`src/rtl/hub75_pkg.sv`:
```
// Shared definitions for the HUB75 frame-buffer feeder: FSM state encoding and
// small width helpers.
`ifndef HUB75_PKG_SV
`define HUB75_PKG_SV

`define HUB75_MIN(a, b) (((a) < (b)) ? (a) : (b))
`define HUB75_MAX(a, b) (((a) > (b)) ? (a) : (b))

package hub75_pkg;

  typedef enum logic [2:0] {
    ST_IDLE     = 3'd0,
    ST_FILL     = 3'd1,
    ST_WAIT_RDY = 3'd2,
    ST_COMMIT   = 3'd3,
    ST_FLUSH    = 3'd4,
    ST_SWAP     = 3'd5
  } state_t;

endpackage

`endif

```
`src/rtl/hub75_fb_feeder_if.sv`:
```
// Pixel-stream and frame-buffer-write bundles used by hub75_fb_feeder.
// Stream handshake: a pixel transfers on a rising clk edge where in_valid & in_ready.

interface hub75_px_if #(
  parameter int BITDEPTH = 24
);
  logic [BITDEPTH-1:0] in_data;
  logic                in_sof;
  logic                in_valid;
  logic                in_ready;

  modport master (output in_data, in_sof, in_valid, input in_ready);
  modport slave  (input in_data, in_sof, in_valid, output in_ready);
endinterface

interface hub75_fbw_if #(
  parameter int BITDEPTH    = 24,
  parameter int LOG_N_BANKS = 1,
  parameter int LOG_N_ROWS  = 5,
  parameter int LOG_N_COLS  = 6
);
  logic [LOG_N_BANKS-1:0] wr_bank_addr;
  logic [LOG_N_ROWS-1:0]  wr_row_addr;
  logic                   wr_row_store;
  logic                   wr_row_rdy;
  logic                   wr_row_swap;
  logic [BITDEPTH-1:0]    wr_data;
  logic [LOG_N_COLS-1:0]  wr_col_addr;
  logic                   wr_en;
  logic                   frame_swap;

  modport master (
    output wr_bank_addr, wr_row_addr, wr_row_store, wr_row_swap,
           wr_data, wr_col_addr, wr_en, frame_swap,
    input  wr_row_rdy
  );
  modport slave (
    input  wr_bank_addr, wr_row_addr, wr_row_store, wr_row_swap,
           wr_data, wr_col_addr, wr_en, frame_swap,
    output wr_row_rdy
  );
endinterface

```
`src/rtl/hub75_fb_feeder.sv`:
```
// Writes a raster pixel stream row by row into the frame buffer line buffer,
// commits each row to its bank/row and swaps frames once a full frame is stored.

module hub75_fb_feeder
  import hub75_pkg::*;
#(
  parameter int N_BANKS     = 2,
  parameter int N_ROWS      = 32,
  parameter int N_COLS      = 64,
  parameter int BITDEPTH    = 24,
  parameter int LOG_N_BANKS = $clog2(N_BANKS),
  parameter int LOG_N_ROWS  = $clog2(N_ROWS),
  parameter int LOG_N_COLS  = $clog2(N_COLS)
) (
  input  logic        clk,
  input  logic        rst,
  hub75_px_if.slave   px,
  hub75_fbw_if.master fbw,
  output logic        err_resync,
  output logic        busy,
  output state_t      dbg_state
);

  localparam int YW = LOG_N_BANKS + LOG_N_ROWS;
  localparam logic [LOG_N_COLS-1:0] X_LAST = LOG_N_COLS'(N_COLS - 1);
  localparam logic [YW-1:0]         Y_LAST = YW'(N_BANKS * N_ROWS - 1);

  state_t                 state_q, state_d;
  logic [LOG_N_COLS-1:0]  x_q, x_d;
  logic [YW-1:0]          y_q, y_d;
  logic                   flush_wait_q, flush_wait_d;

  logic                   in_ready_q, in_ready_d;
  logic                   wr_en_q, wr_en_d;
  logic [BITDEPTH-1:0]    wr_data_q, wr_data_d;
  logic [LOG_N_COLS-1:0]  wr_col_q, wr_col_d;
  logic                   commit_q, commit_d;
  logic [LOG_N_BANKS-1:0] bank_q, bank_d;
  logic [LOG_N_ROWS-1:0]  row_q, row_d;
  logic                   frame_swap_q, frame_swap_d;
  logic                   resync_q, resync_d;
  logic                   busy_q, busy_d;

  logic                   accept;
  logic                   take;
  logic                   restart;
  logic [LOG_N_COLS-1:0]  x_wr;

  assign accept = px.in_valid & in_ready_q;

  always_comb begin
    state_d      = state_q;
    x_d          = x_q;
    y_d          = y_q;
    flush_wait_d = 1'b0;
    wr_en_d      = 1'b0;
    wr_data_d    = wr_data_q;
    wr_col_d     = wr_col_q;
    commit_d     = 1'b0;
    bank_d       = bank_q;
    row_d        = row_q;
    frame_swap_d = 1'b0;
    resync_d     = 1'b0;
    take         = 1'b0;
    restart      = 1'b0;
    x_wr         = x_q;

    case (state_q)
      ST_IDLE: begin
        if (accept && px.in_sof) begin
          take    = 1'b1;
          restart = 1'b1;
        end
      end
      ST_FILL: begin
        if (accept) begin
          take = 1'b1;
          // A start-of-frame anywhere but the frame origin abandons the partial row.
          if (px.in_sof && (x_q != '0 || y_q != '0)) begin
            restart  = 1'b1;
            resync_d = 1'b1;
          end
        end
      end
      ST_WAIT_RDY: begin
        if (fbw.wr_row_rdy) begin
          state_d  = ST_COMMIT;
          commit_d = 1'b1;
          bank_d   = y_q[YW-1:LOG_N_ROWS];
          row_d    = y_q[LOG_N_ROWS-1:0];
        end
      end
      ST_COMMIT: begin
        if (y_q == Y_LAST) begin
          y_d          = '0;
          state_d      = ST_FLUSH;
          flush_wait_d = 1'b1;
        end else begin
          y_d     = y_q + 1'b1;
          state_d = ST_FILL;
        end
      end
      ST_FLUSH: begin
        // The frame buffer may still show the pre-store ready for one cycle.
        if (!flush_wait_q && fbw.wr_row_rdy) begin
          state_d      = ST_SWAP;
          frame_swap_d = 1'b1;
        end
      end
      ST_SWAP: state_d = ST_IDLE;
      default: state_d = ST_IDLE;
    endcase

    if (take) begin
      x_wr      = restart ? '0 : x_q;
      wr_en_d   = 1'b1;
      wr_data_d = px.in_data;
      wr_col_d  = x_wr;
      if (restart) y_d = '0;
      if (x_wr == X_LAST) begin
        x_d     = '0;
        state_d = ST_WAIT_RDY;
      end else begin
        x_d     = x_wr + 1'b1;
        state_d = ST_FILL;
      end
    end

    in_ready_d = (state_d == ST_IDLE) || (state_d == ST_FILL);
    busy_d     = (state_d != ST_IDLE);
  end

  always_ff @(posedge clk or posedge rst) begin
    if (rst) begin
      state_q      <= ST_IDLE;
      x_q          <= '0;
      y_q          <= '0;
      flush_wait_q <= 1'b0;
      in_ready_q   <= 1'b1;
      wr_en_q      <= 1'b0;
      wr_data_q    <= '0;
      wr_col_q     <= '0;
      commit_q     <= 1'b0;
      bank_q       <= '0;
      row_q        <= '0;
      frame_swap_q <= 1'b0;
      resync_q     <= 1'b0;
      busy_q       <= 1'b0;
    end else begin
      state_q      <= state_d;
      x_q          <= x_d;
      y_q          <= y_d;
      flush_wait_q <= flush_wait_d;
      in_ready_q   <= in_ready_d;
      wr_en_q      <= wr_en_d;
      wr_data_q    <= wr_data_d;
      wr_col_q     <= wr_col_d;
      commit_q     <= commit_d;
      bank_q       <= bank_d;
      row_q        <= row_d;
      frame_swap_q <= frame_swap_d;
      resync_q     <= resync_d;
      busy_q       <= busy_d;
    end
  end

  assign px.in_ready      = in_ready_q;
  assign fbw.wr_en        = wr_en_q;
  assign fbw.wr_data      = wr_data_q;
  assign fbw.wr_col_addr  = wr_col_q;
  assign fbw.wr_row_store = commit_q;
  assign fbw.wr_row_swap  = commit_q;
  assign fbw.wr_bank_addr = bank_q;
  assign fbw.wr_row_addr  = row_q;
  assign fbw.frame_swap   = frame_swap_q;
  assign err_resync       = resync_q;
  assign busy             = busy_q;
  assign dbg_state        = state_q;

endmodule

```
`src/flat_wrapper.sv`:
```
// flat-port wrapper written by rule: the top's interface ports become plain ports
module hub75_fb_feeder_flat import hub75_pkg::*;
#(
  parameter int N_BANKS     = 2,
  parameter int N_ROWS      = 32,
  parameter int N_COLS      = 64,
  parameter int BITDEPTH    = 24,
  parameter int LOG_N_BANKS = $clog2(N_BANKS),
  parameter int LOG_N_ROWS  = $clog2(N_ROWS),
  parameter int LOG_N_COLS  = $clog2(N_COLS)
)
  (clk, rst, err_resync, busy, dbg_state, px_in_data, px_in_sof, px_in_valid, px_in_ready, fbw_wr_bank_addr, fbw_wr_row_addr, fbw_wr_row_store, fbw_wr_row_swap, fbw_wr_data, fbw_wr_col_addr, fbw_wr_en, fbw_frame_swap, fbw_wr_row_rdy);
  hub75_px_if #(.BITDEPTH(BITDEPTH)) px_i ();
  hub75_fbw_if #(.BITDEPTH(BITDEPTH), .LOG_N_BANKS(LOG_N_BANKS), .LOG_N_ROWS(LOG_N_ROWS), .LOG_N_COLS(LOG_N_COLS)) fbw_i ();
  input  logic clk;
  input  logic rst;
  output logic err_resync;
  output logic busy;
  output state_t dbg_state;
  input wire logic [$bits(px_i.in_data)-1:0] px_in_data;
  input wire logic [$bits(px_i.in_sof)-1:0] px_in_sof;
  input wire logic [$bits(px_i.in_valid)-1:0] px_in_valid;
  output wire logic [$bits(px_i.in_ready)-1:0] px_in_ready;
  output wire logic [$bits(fbw_i.wr_bank_addr)-1:0] fbw_wr_bank_addr;
  output wire logic [$bits(fbw_i.wr_row_addr)-1:0] fbw_wr_row_addr;
  output wire logic [$bits(fbw_i.wr_row_store)-1:0] fbw_wr_row_store;
  output wire logic [$bits(fbw_i.wr_row_swap)-1:0] fbw_wr_row_swap;
  output wire logic [$bits(fbw_i.wr_data)-1:0] fbw_wr_data;
  output wire logic [$bits(fbw_i.wr_col_addr)-1:0] fbw_wr_col_addr;
  output wire logic [$bits(fbw_i.wr_en)-1:0] fbw_wr_en;
  output wire logic [$bits(fbw_i.frame_swap)-1:0] fbw_frame_swap;
  input wire logic [$bits(fbw_i.wr_row_rdy)-1:0] fbw_wr_row_rdy;
  assign px_i.in_data = px_in_data;
  assign px_i.in_sof = px_in_sof;
  assign px_i.in_valid = px_in_valid;
  assign px_in_ready = px_i.in_ready;
  assign fbw_wr_bank_addr = fbw_i.wr_bank_addr;
  assign fbw_wr_row_addr = fbw_i.wr_row_addr;
  assign fbw_wr_row_store = fbw_i.wr_row_store;
  assign fbw_wr_row_swap = fbw_i.wr_row_swap;
  assign fbw_wr_data = fbw_i.wr_data;
  assign fbw_wr_col_addr = fbw_i.wr_col_addr;
  assign fbw_wr_en = fbw_i.wr_en;
  assign fbw_frame_swap = fbw_i.frame_swap;
  assign fbw_i.wr_row_rdy = fbw_wr_row_rdy;
  hub75_fb_feeder #(.N_BANKS(N_BANKS), .N_ROWS(N_ROWS), .N_COLS(N_COLS), .BITDEPTH(BITDEPTH), .LOG_N_BANKS(LOG_N_BANKS), .LOG_N_ROWS(LOG_N_ROWS), .LOG_N_COLS(LOG_N_COLS)) u_core (.clk(clk), .rst(rst), .px(px_i), .fbw(fbw_i), .err_resync(err_resync), .busy(busy), .dbg_state(dbg_state));
endmodule
```
`config.mk`:
```
export PLATFORM = sky130hd
export DESIGN_NAME = hub75_fb_feeder_flat
export DESIGN_NICKNAME = d
export VERILOG_FILES = /design/src/rtl/hub75_pkg.sv /design/src/rtl/hub75_fb_feeder_if.sv /design/src/rtl/hub75_fb_feeder.sv /design/src/flat_wrapper.sv
export SDC_FILE = /design/constraint.sdc
export NUM_CORES = 1
export LEC_CHECK = 0
export CORE_UTILIZATION = 49
export CTS_BUF_LIST = sky130_fd_sc_hd__clkbuf_4 sky130_fd_sc_hd__clkbuf_8
export CTS_CLUSTER_DIAMETER = 120
export DETAILED_ROUTE_END_ITERATION = 10
export DONT_BUFFER_PORTS = 1
export PLACE_DENSITY_LB_ADDON = 0.2
export SYNTH_ARGS = -nofsm -noshare
export SYNTH_HDL_FRONTEND = slang
export SYNTH_SLANG_ARGS = --single-unit
```
`constraint.sdc`:
```
create_clock -name clk -period 3.6 [get_ports clk]
set_clock_uncertainty 0.15 [all_clocks]
set_input_delay 0.54 -clock clk [delete_from_list [all_inputs] [get_ports clk]]
set_output_delay 0.54 -clock clk [all_outputs]
set_load 0.02 [all_outputs]
```
==> After elaboration in Yosys (flattened, before gate mapping) <==
Index checks and enable logic that the tools add are counted.
{ "word_totals": {"register_bits": 58, "out_inout_bits": 46} }
{ "classes": {"bitwise_logic": 1, "addsub": 2, "mux": 26, "n_reduce_logical": 13, "n_eq_ne": 7} }
{ "ops": {"columns": ["cell", "n"], "rows": [
  ["$mux W6", 6],
  ["$add A6 B1 Y6 const B", 2],
  ["$eq A6 B6 Y1 const B", 2],
  ["$mux W1", 12],
  ["$mux W3", 4],
  ["$pmux W3 S4", 1],
  ["$reduce_bool A6 Y1", 2],
  ["$eq A3 B1 Y1 const B", 2],
  ["$eq A3 B2 Y1 const B", 2],
  ["$logic_not A3 Y1", 2],
  ["$pmux W1 S2", 2],
  ["$eq A3 B3 Y1 const B", 1],
  ["$logic_and A1 B1 Y1", 3],
  ["$reduce_bool A3 Y1", 1],
  ["$logic_or A1 B1 Y1", 2],
  ["$mux W2", 1],
  ["$reduce_and A2 Y1", 1],
  ["$reduce_or A2 Y1", 1],
  ["$and A1 B1 Y1", 1],
  ["$logic_not A1 Y1", 1]
]} }

==> Depth between registers and ports, before layout <==
{ "depth": {"ltp_word": 12, "mapped_depth": 12, "mapped_depth_nobuf": 11} }

==> Worst setup path after synthesis <==
OpenSTA, ideal clock, no wires.
{ "synth_path": {"path_type": "flip-flop to flip-flop", "start": "register u_core.state_q[2], in the netlist u_core.dbg_state[2]", "end": "register u_core.state_q[1], in the netlist u_core.dbg_state[1]", "required_ps": 3323, "arrival_ps": 2286, "path_slack_ps": 1037, "setup_ps": 127, "stages_incl_launch_ff": 12, "synth_period_minus_slack_ps": 2563, "cell_sequence": "dfrtp_1 > clkbuf_1 > and4bb_4 > nand2_1 > nor2_1 > buf_6 > nor2_1 > ha_1 > and3_1 > nand3_1 > nor3_1 > or2_2"} }
{ "synth_between": {"elab_chain_len": 6, "elab_cells_between_ends": 13, "cone_classes": "5 x eq/ne; 6 x mux; 2 x reduce/logical"} }
{ "synth_rtl": {"columns": ["element", "line_no", "rtl"], "rows": [
  ["from (decl)", "hub75_fb_feeder.sv:28", "state_t state_q, state_d;"],
  ["from (signal assigned)", "hub75_fb_feeder.sv:150", "state_q <= state_d;"],
  ["$eq A3 B1 Y1 / $logic_not A3 Y1 (equally long branches)", "hub75_fb_feeder.sv:68", "case (state_q)"],
  ["$pmux W1 S2", "hub75_fb_feeder.sv:68", null],
  ["$mux W6", "hub75_fb_feeder.sv:115", "x_wr = restart ? '0 : x_q;"],
  ["$eq A6 B6 Y1", "hub75_fb_feeder.sv:120", "if (x_wr == X_LAST) begin"],
  ["$mux W2", "hub75_fb_feeder.sv:120", null],
  ["$mux W3 *", "hub75_fb_feeder.sv:114", "if (take) begin"],
  ["net u_core.state_d[1]", "hub75_fb_feeder.sv:28", null]
]} }
Mark *: on every way through the listed nets, which the timed path passes. The rest lies on a longest branch.
A chain may end at the register's enable or synchronous reset.

==> Final worst setup path <==
Same ends and word-level chain as after synthesis.

==> results.toml <==
[outcome]
status = "finished, final reports clean"

[placement]
dpl-instance-area_um2 = 2580
io_buffers = 0
hpwl_um = 3560
gp_congestion = 0.872
dp.cells = 314

[clocking]
cts_setup_buffers = 0
clk_latency_ns = 0.32
cts_sinks = 58
numCtsBuffers = 9
cts_resized = 0
htreeDepth = 3
cts_root_buffer = "clkbuf_8"
ctsHoldBuffers = 0
cts_buffer_depth = 2
cts_tree = "built"
cts.clk_slew.worst_paths_ns = 0.07

[timing]
finalSetupViolCount = 0
hold_violations = 0
fin_crit_sh_pct = 78.9
fmax_ghz = 0.352
slew_viol_final = 0
fin_tns_setup_ns = 0
worst_slew_pin_slew_ns = 0.855
holdWs_ns = 0.113
max_slew_margin_pct = 42.9
rsz0062_at_grt = "false"
period_needed_ns = 2.84

[synth]
synth_cell_types = 49
yosysSeqAreaShare_pct = 56.9
ys_ff_latch = 58
synth_area_per_cell_um2 = 9.97
synth_enable_flop_cells = 0
synth_flop_cell = "dfrtp_1"
synth_async_sr_flop_share_pct = 100
syn_inst = 256
synth_warnings = 0
mappedNetlistArea_um2 = 2550
syn-num-nets = 288

[pwr]
power.leakage_nw = 1.36
power_density_nw_per_um2 = 633
ir_worst_vdd_mv = 0.243

[routing]
drtPass1Iterations = 4
wire_per_inst_um = 15.7
dr_total_vias = 1801
vias_per_cell = 5.46
wirelength_um = 5180
ant_nets = 0
drcViolationCount = 0
drtIter0Drc = 92

[worst_setup_path]
timing.rr.end = "u_core.dbg_state[1]$_DFF_PP0_"
cp-start-kind = "flop"
crit_type = "reg2reg"
cp.arrival_ns = 2.89
reg2reg_from = "u_core.dbg_state[2]$_DFF_PP0_"
required_ns = 3.65
cp-end-kind = "flop"
r2r_setup_slack_ns = 0.76
crit_fanout = 11
rr_worst_depth = 9

[global_routing]
grt_pass1_wl_um = 7810
antenna_found_initial = 0
overflow = 0
grt_pass1_vias = 1660
grt_start_max_net_pins = 42
grt_use_total_pct = 19.4

[die]
io_pins = 75
die-height_um = 74.2
core-area_um2 = 4880
dieWidth_um = 74.2
die-area_um2 = 5500
rows = 25
start_util_pct = 52.3

[final_layout]
stdcell_area_um2 = 2820
final_common_cell = "nand2_1"
fin_nets = 290
layout_common_cells = "83 x nand2_1, 57 x dfrtp_1, 15 x nor2_1, 12 x clkbuf_8, 9 x nor3_1"
synthToLayoutAreaGrowth_pct = 10.3
drive_gt1_share_pct = 12.9
layout.cells.non_filler = 330
diodes = 0

[hold_path]
holdCritPathClass = "in2async"

[job]
maxCapViolCount = 0
[through the flow]
step	setup slack, ns	utilization [%]	total power [mW]
4_1_cts	0.822	57.7	1.80
2_1_floorplan	1.04	-	1.04
3_5_place_dp	0.844	52.8	1.10
6_report	0.761	57.7	1.78
5_1_grt	0.627	57.7	1.86
3_3_place_gp	0.917	52.8	1.09
[worst max-delay path, cell delays in order (launching register included)]
cell and delay (ns):
dfrtp_1 0.53, and4bb_4 0.45, nand2_1 0.08, nor2_1 0.37, nor2_1 0.10, ha_1 0.26
and3_1 0.21, nand3_1 0.18, nor3_1 0.09, or2_2 0.30
[where the power goes]
| part | switching (mW) | internal (mW) |
|---|---|---|
| sequential | 0.163 | 0.732 |
| clock | 0.250 | 0.445 |
| combinational | 0.111 | 0.0810 |
[logic make-up (layout without fill, tap and decap cells)]
| family | after synthesis | count (layout) | synth area share (%) |
|---|---|---|---|
| AOI/OAI and AO/OA | 29 | 29 | 8.09 |
| xor gates and xnor gates | 5 | 5 | 1.72 |
| adders and majority gates | 3 | 3 | 1.47 |
| buffers and inverters | 19 | 26 | 4.32 |
| DFF | 58 | 58 | 56.9 |
| muxes | 6 | 6 | 2.65 |
| and+or+nand+nor | 136 | 136 | 24.8 |
[layer usage]
metal	GRT usage [%]	wire [um]
met2	28.1	2320
met5	0	0
met3	4.61	262
met4	11.3	94
met1	26.6	2510
[cell usage after synthesis (2+ instances only)]
master    instances  area [um^2]
nand2_1          83          312
dfrtp_1          57         1430
nor2_1           15         56.3
nor3_1            9         45.0
a21oi_1           6         30.0
a22o_1            6         52.6
inv_1             6         22.5
mux2_2            6         67.6
clkbuf_1          5         18.8
nand3_1           5         25.0
nand4_1           4         25.0
o21ai_0           4         20.0
buf_4             3         22.5
ha_1              3         37.5
o211ai_1          3         22.5
xor2_1            3         26.3
a31oi_1           2         12.5
and3_1            2         12.5
clkbuf_8          2         27.5
nand2b_1          2         12.5
xnor2_1           2         17.5
[state kept, by name, indices dropped and copies added (netlist names), 3 cells and up]
register                cells
u_core.x_q                  6
u_core.dbg_state            3
u_core.fbw.wr_row_addr      5
u_core.fbw.wr_data         24
u_core.fbw.wr_col_addr      6
u_core.y_q                  6
[area by class of cell]
type,instances,area (um^2)
clock inverters,4,72.6
clock buffers,12,165
repair buffers,3,22.5
inverters,7,26.3
flip-flops and latches,58,1450
multi-input cells,179,992
fillers,455,2060
well taps,67,83.8
[worst max path at each step]
stage,from,end,slack [ns],cells past startpoint
4_1_cts,u_core.dbg_state[2]$_DFF_PP0_,u_core.dbg_state[1]$_DFF_PP0_,0.82,9
6_report,u_core.dbg_state[2]$_DFF_PP0_,u_core.dbg_state[1]$_DFF_PP0_,0.76,9
2_1_floorplan,u_core.dbg_state[2]$_DFF_PP0_,u_core.dbg_state[1]$_DFF_PP0_,1.04,11
5_1_grt,u_core.dbg_state[2]$_DFF_PP0_,u_core.dbg_state[1]$_DFF_PP0_,0.63,9
3_5_place_dp,u_core.dbg_state[2]$_DFF_PP0_,u_core.dbg_state[1]$_DFF_PP0_,0.84,9
3_3_place_gp,u_core.dbg_state[2]$_DFF_PP0_,u_core.dbg_state[1]$_DFF_PP0_,0.92,9
No activity file was read; power rests on OpenSTA's default activity.
